$ cat config.mk
export PLATFORM = sky130hd
export DESIGN_NAME = fifo_core_flat
export DESIGN_NICKNAME = d
export VERILOG_FILES = /design/src/rtl/fifo_core_if.sv /design/src/rtl/fifo_core.sv /design/src/flat_wrapper.sv
export SDC_FILE = /design/constraint.sdc
export NUM_CORES = 1
export LEC_CHECK = 0
export BUFFER_PORTS_ARGS = -buffer_cell sky130_fd_sc_hd__buf_2
export CORE_MARGIN = 2
export CORE_UTILIZATION = 38
export DETAILED_ROUTE_END_ITERATION = 8
export PLACE_DENSITY_LB_ADDON = 0.12
export SYNTH_ARGS = -nofsm -noshare
export SYNTH_HDL_FRONTEND = slang
export SYNTH_SLANG_ARGS = --single-unit
export TNS_END_PERCENT = 20
$ cat constraint.sdc
create_clock -name clk -period 5.7 [get_ports clk]
set_clock_uncertainty 0.05 [all_clocks]
set_input_delay 0.285 -clock clk [delete_from_list [all_inputs] [get_ports clk]]
set_output_delay 0.285 -clock clk [all_outputs]
set_load 0.005 [all_outputs]
$ cat src/rtl/fifo_core_if.sv
// fifo_core_if: write/read strobes, write data, read data and status flags of fifo_core.
// master drives i_wren/i_wrdata/i_rden and samples o_*; slave (the FIFO) does the reverse.
// No clock or reset inside; those stay plain ports on the modules.
interface fifo_core_if #(
    parameter int DATA_W = 8
);
    logic              i_wren;
    logic [DATA_W-1:0] i_wrdata;
    logic              i_rden;
    logic [DATA_W-1:0] o_rddata;
    logic              o_full;
    logic              o_alm_full;
    logic              o_empty;
    logic              o_alm_empty;
    logic              o_overflow;
    logic              o_underflow;

    modport master (
        output i_wren, i_wrdata, i_rden,
        input  o_rddata, o_full, o_alm_full, o_empty, o_alm_empty,
               o_overflow, o_underflow
    );

    modport slave (
        input  i_wren, i_wrdata, i_rden,
        output o_rddata, o_full, o_alm_full, o_empty, o_alm_empty,
               o_overflow, o_underflow
    );
endinterface

$ cat src/rtl/fifo_core.sv
// fifo_core: synchronous single-clock FIFO, DEPTH x DATA_W, with full/almost-full/empty/almost-empty flags.
// Latency: read data registered, valid after the edge that accepts the read; a written word is readable one edge later.
// Backpressure: writes while full and reads while empty are dropped and flagged by one-cycle o_overflow/o_underflow pulses.
//
// Ports: clk (rising edge), rst (synchronous, active-high), bus (fifo_core_if.slave):
//   i_wren/i_wrdata write request + data, i_rden read request, o_rddata registered read data,
//   o_full/o_alm_full/o_empty/o_alm_empty occupancy flags, o_overflow/o_underflow error pulses.
// DEPTH must be a power of two >= 4 so the pointers wrap for free;
// 1 <= ALM_EMPTY_TH < ALM_FULL_TH <= DEPTH-1.
module fifo_core #(
    parameter int DATA_W       = 8,
    parameter int DEPTH        = 16,
    parameter int ALM_FULL_TH  = 14,
    parameter int ALM_EMPTY_TH = 2
) (
    input  logic         clk,
    input  logic         rst,
    fifo_core_if.slave   bus
);
    localparam int AW = $clog2(DEPTH);
    localparam int CW = AW + 1;

    localparam logic [CW-1:0] CNT_FULL    = CW'(DEPTH);
    localparam logic [CW-1:0] CNT_ALM_FUL = CW'(ALM_FULL_TH);
    localparam logic [CW-1:0] CNT_ALM_EMP = CW'(ALM_EMPTY_TH);

    // Storage is deliberately not reset; the pointers and count define validity.
    logic [DATA_W-1:0] mem [DEPTH];

    logic [AW-1:0]     wr_ptr;
    logic [AW-1:0]     rd_ptr;
    logic [CW-1:0]     count;
    logic [CW-1:0]     count_nxt;

    logic [DATA_W-1:0] rddata_q;
    logic              full_q;
    logic              alm_full_q;
    logic              empty_q;
    logic              alm_empty_q;
    logic              overflow_q;
    logic              underflow_q;

    logic              wr_acc;
    logic              rd_acc;

    // Acceptance uses the registered flags, i.e. the occupancy before this edge.
    // At full a simultaneous read still goes through; at empty a simultaneous write does.
    assign wr_acc = bus.i_wren & ~full_q;
    assign rd_acc = bus.i_rden & ~empty_q;

    always_comb begin
        count_nxt = count;
        unique case ({wr_acc, rd_acc})
            2'b10:   count_nxt = count + 1'b1;
            2'b01:   count_nxt = count - 1'b1;
            default: count_nxt = count;
        endcase
    end

    // Memory write port, kept apart from the reset block so the array stays plain RAM.
    // Gating with rst keeps a write that coincides with reset from landing.
    always_ff @(posedge clk) begin
        if (wr_acc && !rst) begin
            mem[wr_ptr] <= bus.i_wrdata;
        end
    end

    always_ff @(posedge clk) begin
        if (rst) begin
            wr_ptr      <= '0;
            rd_ptr      <= '0;
            count       <= '0;
            rddata_q    <= '0;
            full_q      <= 1'b0;
            alm_full_q  <= 1'b0;
            empty_q     <= 1'b1;
            alm_empty_q <= 1'b1;
            overflow_q  <= 1'b0;
            underflow_q <= 1'b0;
        end else begin
            if (wr_acc) begin
                wr_ptr <= wr_ptr + 1'b1;
            end
            // A write into an empty FIFO is not bypassed: rd_acc is false then,
            // so o_rddata holds until the word is read on a later edge.
            if (rd_acc) begin
                rddata_q <= mem[rd_ptr];
                rd_ptr   <= rd_ptr + 1'b1;
            end
            count <= count_nxt;

            // Flags come from next-state count so they line up with the new occupancy.
            full_q      <= (count_nxt == CNT_FULL);
            alm_full_q  <= (count_nxt >= CNT_ALM_FUL);
            empty_q     <= (count_nxt == '0);
            alm_empty_q <= (count_nxt <= CNT_ALM_EMP);

            // Error pulses re-evaluate every edge, so they last exactly one cycle
            // per offending request.
            overflow_q  <= bus.i_wren & full_q;
            underflow_q <= bus.i_rden & empty_q;
        end
    end

    assign bus.o_rddata    = rddata_q;
    assign bus.o_full      = full_q;
    assign bus.o_alm_full  = alm_full_q;
    assign bus.o_empty     = empty_q;
    assign bus.o_alm_empty = alm_empty_q;
    assign bus.o_overflow  = overflow_q;
    assign bus.o_underflow = underflow_q;
endmodule

$ cat src/flat_wrapper.sv
// flat-port wrapper written by rule: the top's interface ports become plain ports
module fifo_core_flat 
#(
    parameter int DATA_W       = 8,
    parameter int DEPTH        = 16,
    parameter int ALM_FULL_TH  = 14,
    parameter int ALM_EMPTY_TH = 2
)
  (clk, rst, bus_i_wren, bus_i_wrdata, bus_i_rden, bus_o_rddata, bus_o_full, bus_o_alm_full, bus_o_empty, bus_o_alm_empty, bus_o_overflow, bus_o_underflow);
  fifo_core_if #(.DATA_W(DATA_W)) bus_i ();
  input  logic clk;
  input  logic rst;
  input wire logic [$bits(bus_i.i_wren)-1:0] bus_i_wren;
  input wire logic [$bits(bus_i.i_wrdata)-1:0] bus_i_wrdata;
  input wire logic [$bits(bus_i.i_rden)-1:0] bus_i_rden;
  output wire logic [$bits(bus_i.o_rddata)-1:0] bus_o_rddata;
  output wire logic [$bits(bus_i.o_full)-1:0] bus_o_full;
  output wire logic [$bits(bus_i.o_alm_full)-1:0] bus_o_alm_full;
  output wire logic [$bits(bus_i.o_empty)-1:0] bus_o_empty;
  output wire logic [$bits(bus_i.o_alm_empty)-1:0] bus_o_alm_empty;
  output wire logic [$bits(bus_i.o_overflow)-1:0] bus_o_overflow;
  output wire logic [$bits(bus_i.o_underflow)-1:0] bus_o_underflow;
  assign bus_i.i_wren = bus_i_wren;
  assign bus_i.i_wrdata = bus_i_wrdata;
  assign bus_i.i_rden = bus_i_rden;
  assign bus_o_rddata = bus_i.o_rddata;
  assign bus_o_full = bus_i.o_full;
  assign bus_o_alm_full = bus_i.o_alm_full;
  assign bus_o_empty = bus_i.o_empty;
  assign bus_o_alm_empty = bus_i.o_alm_empty;
  assign bus_o_overflow = bus_i.o_overflow;
  assign bus_o_underflow = bus_i.o_underflow;
  fifo_core #(.DATA_W(DATA_W), .DEPTH(DEPTH), .ALM_FULL_TH(ALM_FULL_TH), .ALM_EMPTY_TH(ALM_EMPTY_TH)) u_core (.clk(clk), .rst(rst), .bus(bus_i));
endmodule
==> results.md <==
- Syn Std Cell Area: ~6200 sq um
- Total track usage: about 16%
- Post-CTS Hold Fix Bufs: 0
- Routed wl met2: between 6000 and 7000 um
- Final Max Tran Viols: 0
- Startpoint types: flop
- Hold Path Class: in -> reg
- Reg area: about 4400 sq um
- RSZ-0062 raised after global routing: false
- Clock root buffer: clkbuf_16
- GPL Wtd Cong: between 0.7 and 0.8
- Largest net degree at the start of global routing: 36
- Seq cells post-synth: about 160
- Drt total wl: between 10000 and 15000 um
- Setup Total Neg Slack: 0 ns
- Crit path DAT: approximately 2.8 ns
- Multi-input gate area: ~1700 sq um
- Crit. End Element: flop
- Ant diodes: 0
- Lkg Pwr: approximately 2.3 nW
- Hold_sp: bus_i_wren
- Final Power: ~2.8 mW
- YS warnings: 0
- Top sig layer: met4
- Longest Clk Path Bufs: 2
- Core Region: 15940 sq um
- TritonCTS buffer count: 17
- Hold path endpoint: u_core.bus.o_overflow
- Post-detail-place hpwl: 8367 um
- Most common cell after layout, fill and taps aside: edfxtp_1
- Clock Sinks: roughly 160
- Grt ovf: 0
- Unique masters post-synth: 48
- Drt first pass iters: 4
- Seq pwr share: roughly half
- Detailed-route vias per instance: around 5.1
- First-pass GRT wire length: roughly 20000 um
- Die X: about 130 um
- Sw Ratio: 25.40%
- Startpoint of the worst register-to-register path: u_core.rd_ptr[0]
- Crit share post-route: a little under half
- Syn Inst Count: approximately 370
- Async SR Flop Fraction: 0%
- Die Ht: 132.1 um
- Syn Nets: between 300 and 400
- Cts repair resizes: 0
- Port buffer count: 25
- Post CTS Setup Buffer Count: 0
- Fin. Hold Viols: 0
- DR vias: 3157
- Worst-margin pin slew: around 1.2 ns
- Area of the die: around 17000 sq um
- Largest vdd supply drop: about 210 uV
- Most frequent cells in the layout: edfxtp_1 (128), nor2_1 (37), mux4_2 (32)
- Post-route DRC violation count: 0
- Internal Power: about 2.1 mW
- Fill count: between 1k and 1.5k
- Critical path class: reg -> reg
- Status: completed
- Clock Latency Late Sink: roughly 0.41 ns
- Worst-path clk slew: ~0.060 ns
- CP Max Fanout: 21
- Avg WL per Cell: roughly 21 um
- Routed wl met3: about 830 um
- Final setup fails: 0
- DRT antenna net count: 0
- IO Count: 26
- Fin util: between 40 and 50%
- Number of global-route vias before repair: around 3.2k
- Synthesized area per cell: roughly 17 sq um
- TritonCTS clock tree: built
- Worst reg2reg path depth: 6
- Nets: slightly above 400
- Fmax: ~390 MHz
- Max cap viols: 0
- Slew HR: 17.35%
- Psw: around 0.70 mW
- Synth Flop Type: edfxtp_1
- RR Endpoint: u_core.bus.o_rddata[0]
- H-tree Lvls: 4
- Hold depth: 3
- Row cnt: between 40 and 50
- Clock power frac: between 30 and 40%
- Number of DRC markers in iteration 0: 248
- Minimum clock period: approximately 2.6 ns
- Area Growth Syn to Fin: 13.37%
- Starting Density: roughly two fifths
- Logic pwr share: between 10% and 20%
- Seq/Total Area, Yosys: between 70% and 80%
- Post-Route M1 WL: just under 6000 um
- EDFF count, synth: 128
- Reg2reg setup slack: between 3 and 4 ns
- Crit. Startpoint: u_core.rd_ptr[0]
- Pwr/cell area: around 400 nW/um^2
- Layout cells sized above 1: roughly 25%
- Worst EP required: just under 6 ns
- Initial antenna violation count: 0
[layout make-up]
class / instances / share of cell area [%]
clock buffers: 17 / 6.020
clock inverters: 15 / 1.540
inverters: 9 / 0.5135
multi-input cells: 179 / 23.85
flip-flops and latches: 155 / 62.06
well taps: 216 / 3.824
repair buffers: 29 / 2.195
[sequential cells by signal (all words and copies together), names as in the netlist]
name,count
u_core.bus.o_alm_empty,1
u_core.rd_ptr,4
u_core.wr_ptr,4
u_core.bus.o_underflow,1
u_core.bus.o_rddata,8
u_core.mem,128
u_core.bus.o_alm_full,1
u_core.count,5
u_core.bus.o_overflow,1
u_core.bus.o_empty,1
u_core.bus.o_full,1
[critical path, cell delays in order (launching register included)]
cell and delay [ns]:
dfxtp_2 0.83, buf_4 0.43, mux4_2 0.59, a22oi_1 0.20
a21oi_1 0.13, a21oi_1 0.13, nor2_1 0.05
[power by group through the flow]
stage	clock network, mW	registers (mW)	logic [mW]
global placement	0	1.36	0.409
floorplan	0	1.32	0.354
finish	1.01	1.33	0.408
global route	1.08	1.35	0.452
CTS	1.03	1.34	0.413
detailed placement	0	1.36	0.413
[cell usage after synthesis, types with 2 or more instances]
cell / instances / area, sq um
nor2b_1: 2 / 12.51
o31ai_1: 2 / 15.01
a41o_1: 2 / 20.02
buf_6: 4 / 45.04
clkbuf_1: 4 / 15.01
nand2_1: 14 / 52.55
nor3_1: 7 / 35.03
a21oi_1: 21 / 105.1
dfxtp_1: 27 / 540.5
mux2i_1: 2 / 20.02
mux4_2: 32 / 720.7
ha_1: 7 / 87.58
buf_1: 6 / 22.52
inv_1: 7 / 26.28
nor2_1: 37 / 138.9
nand4_1: 2 / 12.51
o22ai_1: 2 / 12.51
buf_4: 2 / 15.01
xor2_1: 6 / 52.55
a22oi_1: 16 / 120.1
buf_2: 6 / 30.03
nand2b_1: 2 / 12.51
edfxtp_1: 128 / 3844
xnor2_1: 4 / 35.03
[layer usage]
layer,track usage [%],vias to the layer above
met2,22.63,88
met4,3.986,0
met5,0,-
li1,-,1478
met1,23.78,1586
met3,4.652,5
[kinds of logic after synthesis]
family	after synthesis	share of synthesized area (%)
buf+inv	32	2.710
simple gates	74	5.660
xor+xnor	11	1.666
mux	34	11.88
fa+ha+maj	7	1.405
compound gates	53	6.343
flops	155	70.33
[through the flow]
step	instances	instance area [sq um]	worst slack, ns	hold WS, ns
CTS	620	7062	2.994	0.03554
global placement	588	6528	2.905	0.3808
global route	620	7067	2.902	0.04882
floorplan	366	6233	3.383	0.3339
detailed placement	588	6528	2.935	0.3871
finish	620	7067	3.132	0.05291
[worst max path at each step]
stage          slack, ns  cells after the start                endpoint
2_1_floorplan       3.38                     10      u_core.bus.o_empty
3_3_place_gp        2.90                      6        u_core.mem[2][3]
3_5_place_dp        2.94                      6        u_core.mem[2][3]
4_1_cts             2.99                      5        u_core.mem[2][3]
5_1_grt             2.90                      5        u_core.mem[0][7]
6_report            3.13                      6  u_core.bus.o_rddata[0]
Power figures use the tool's default switching activity.
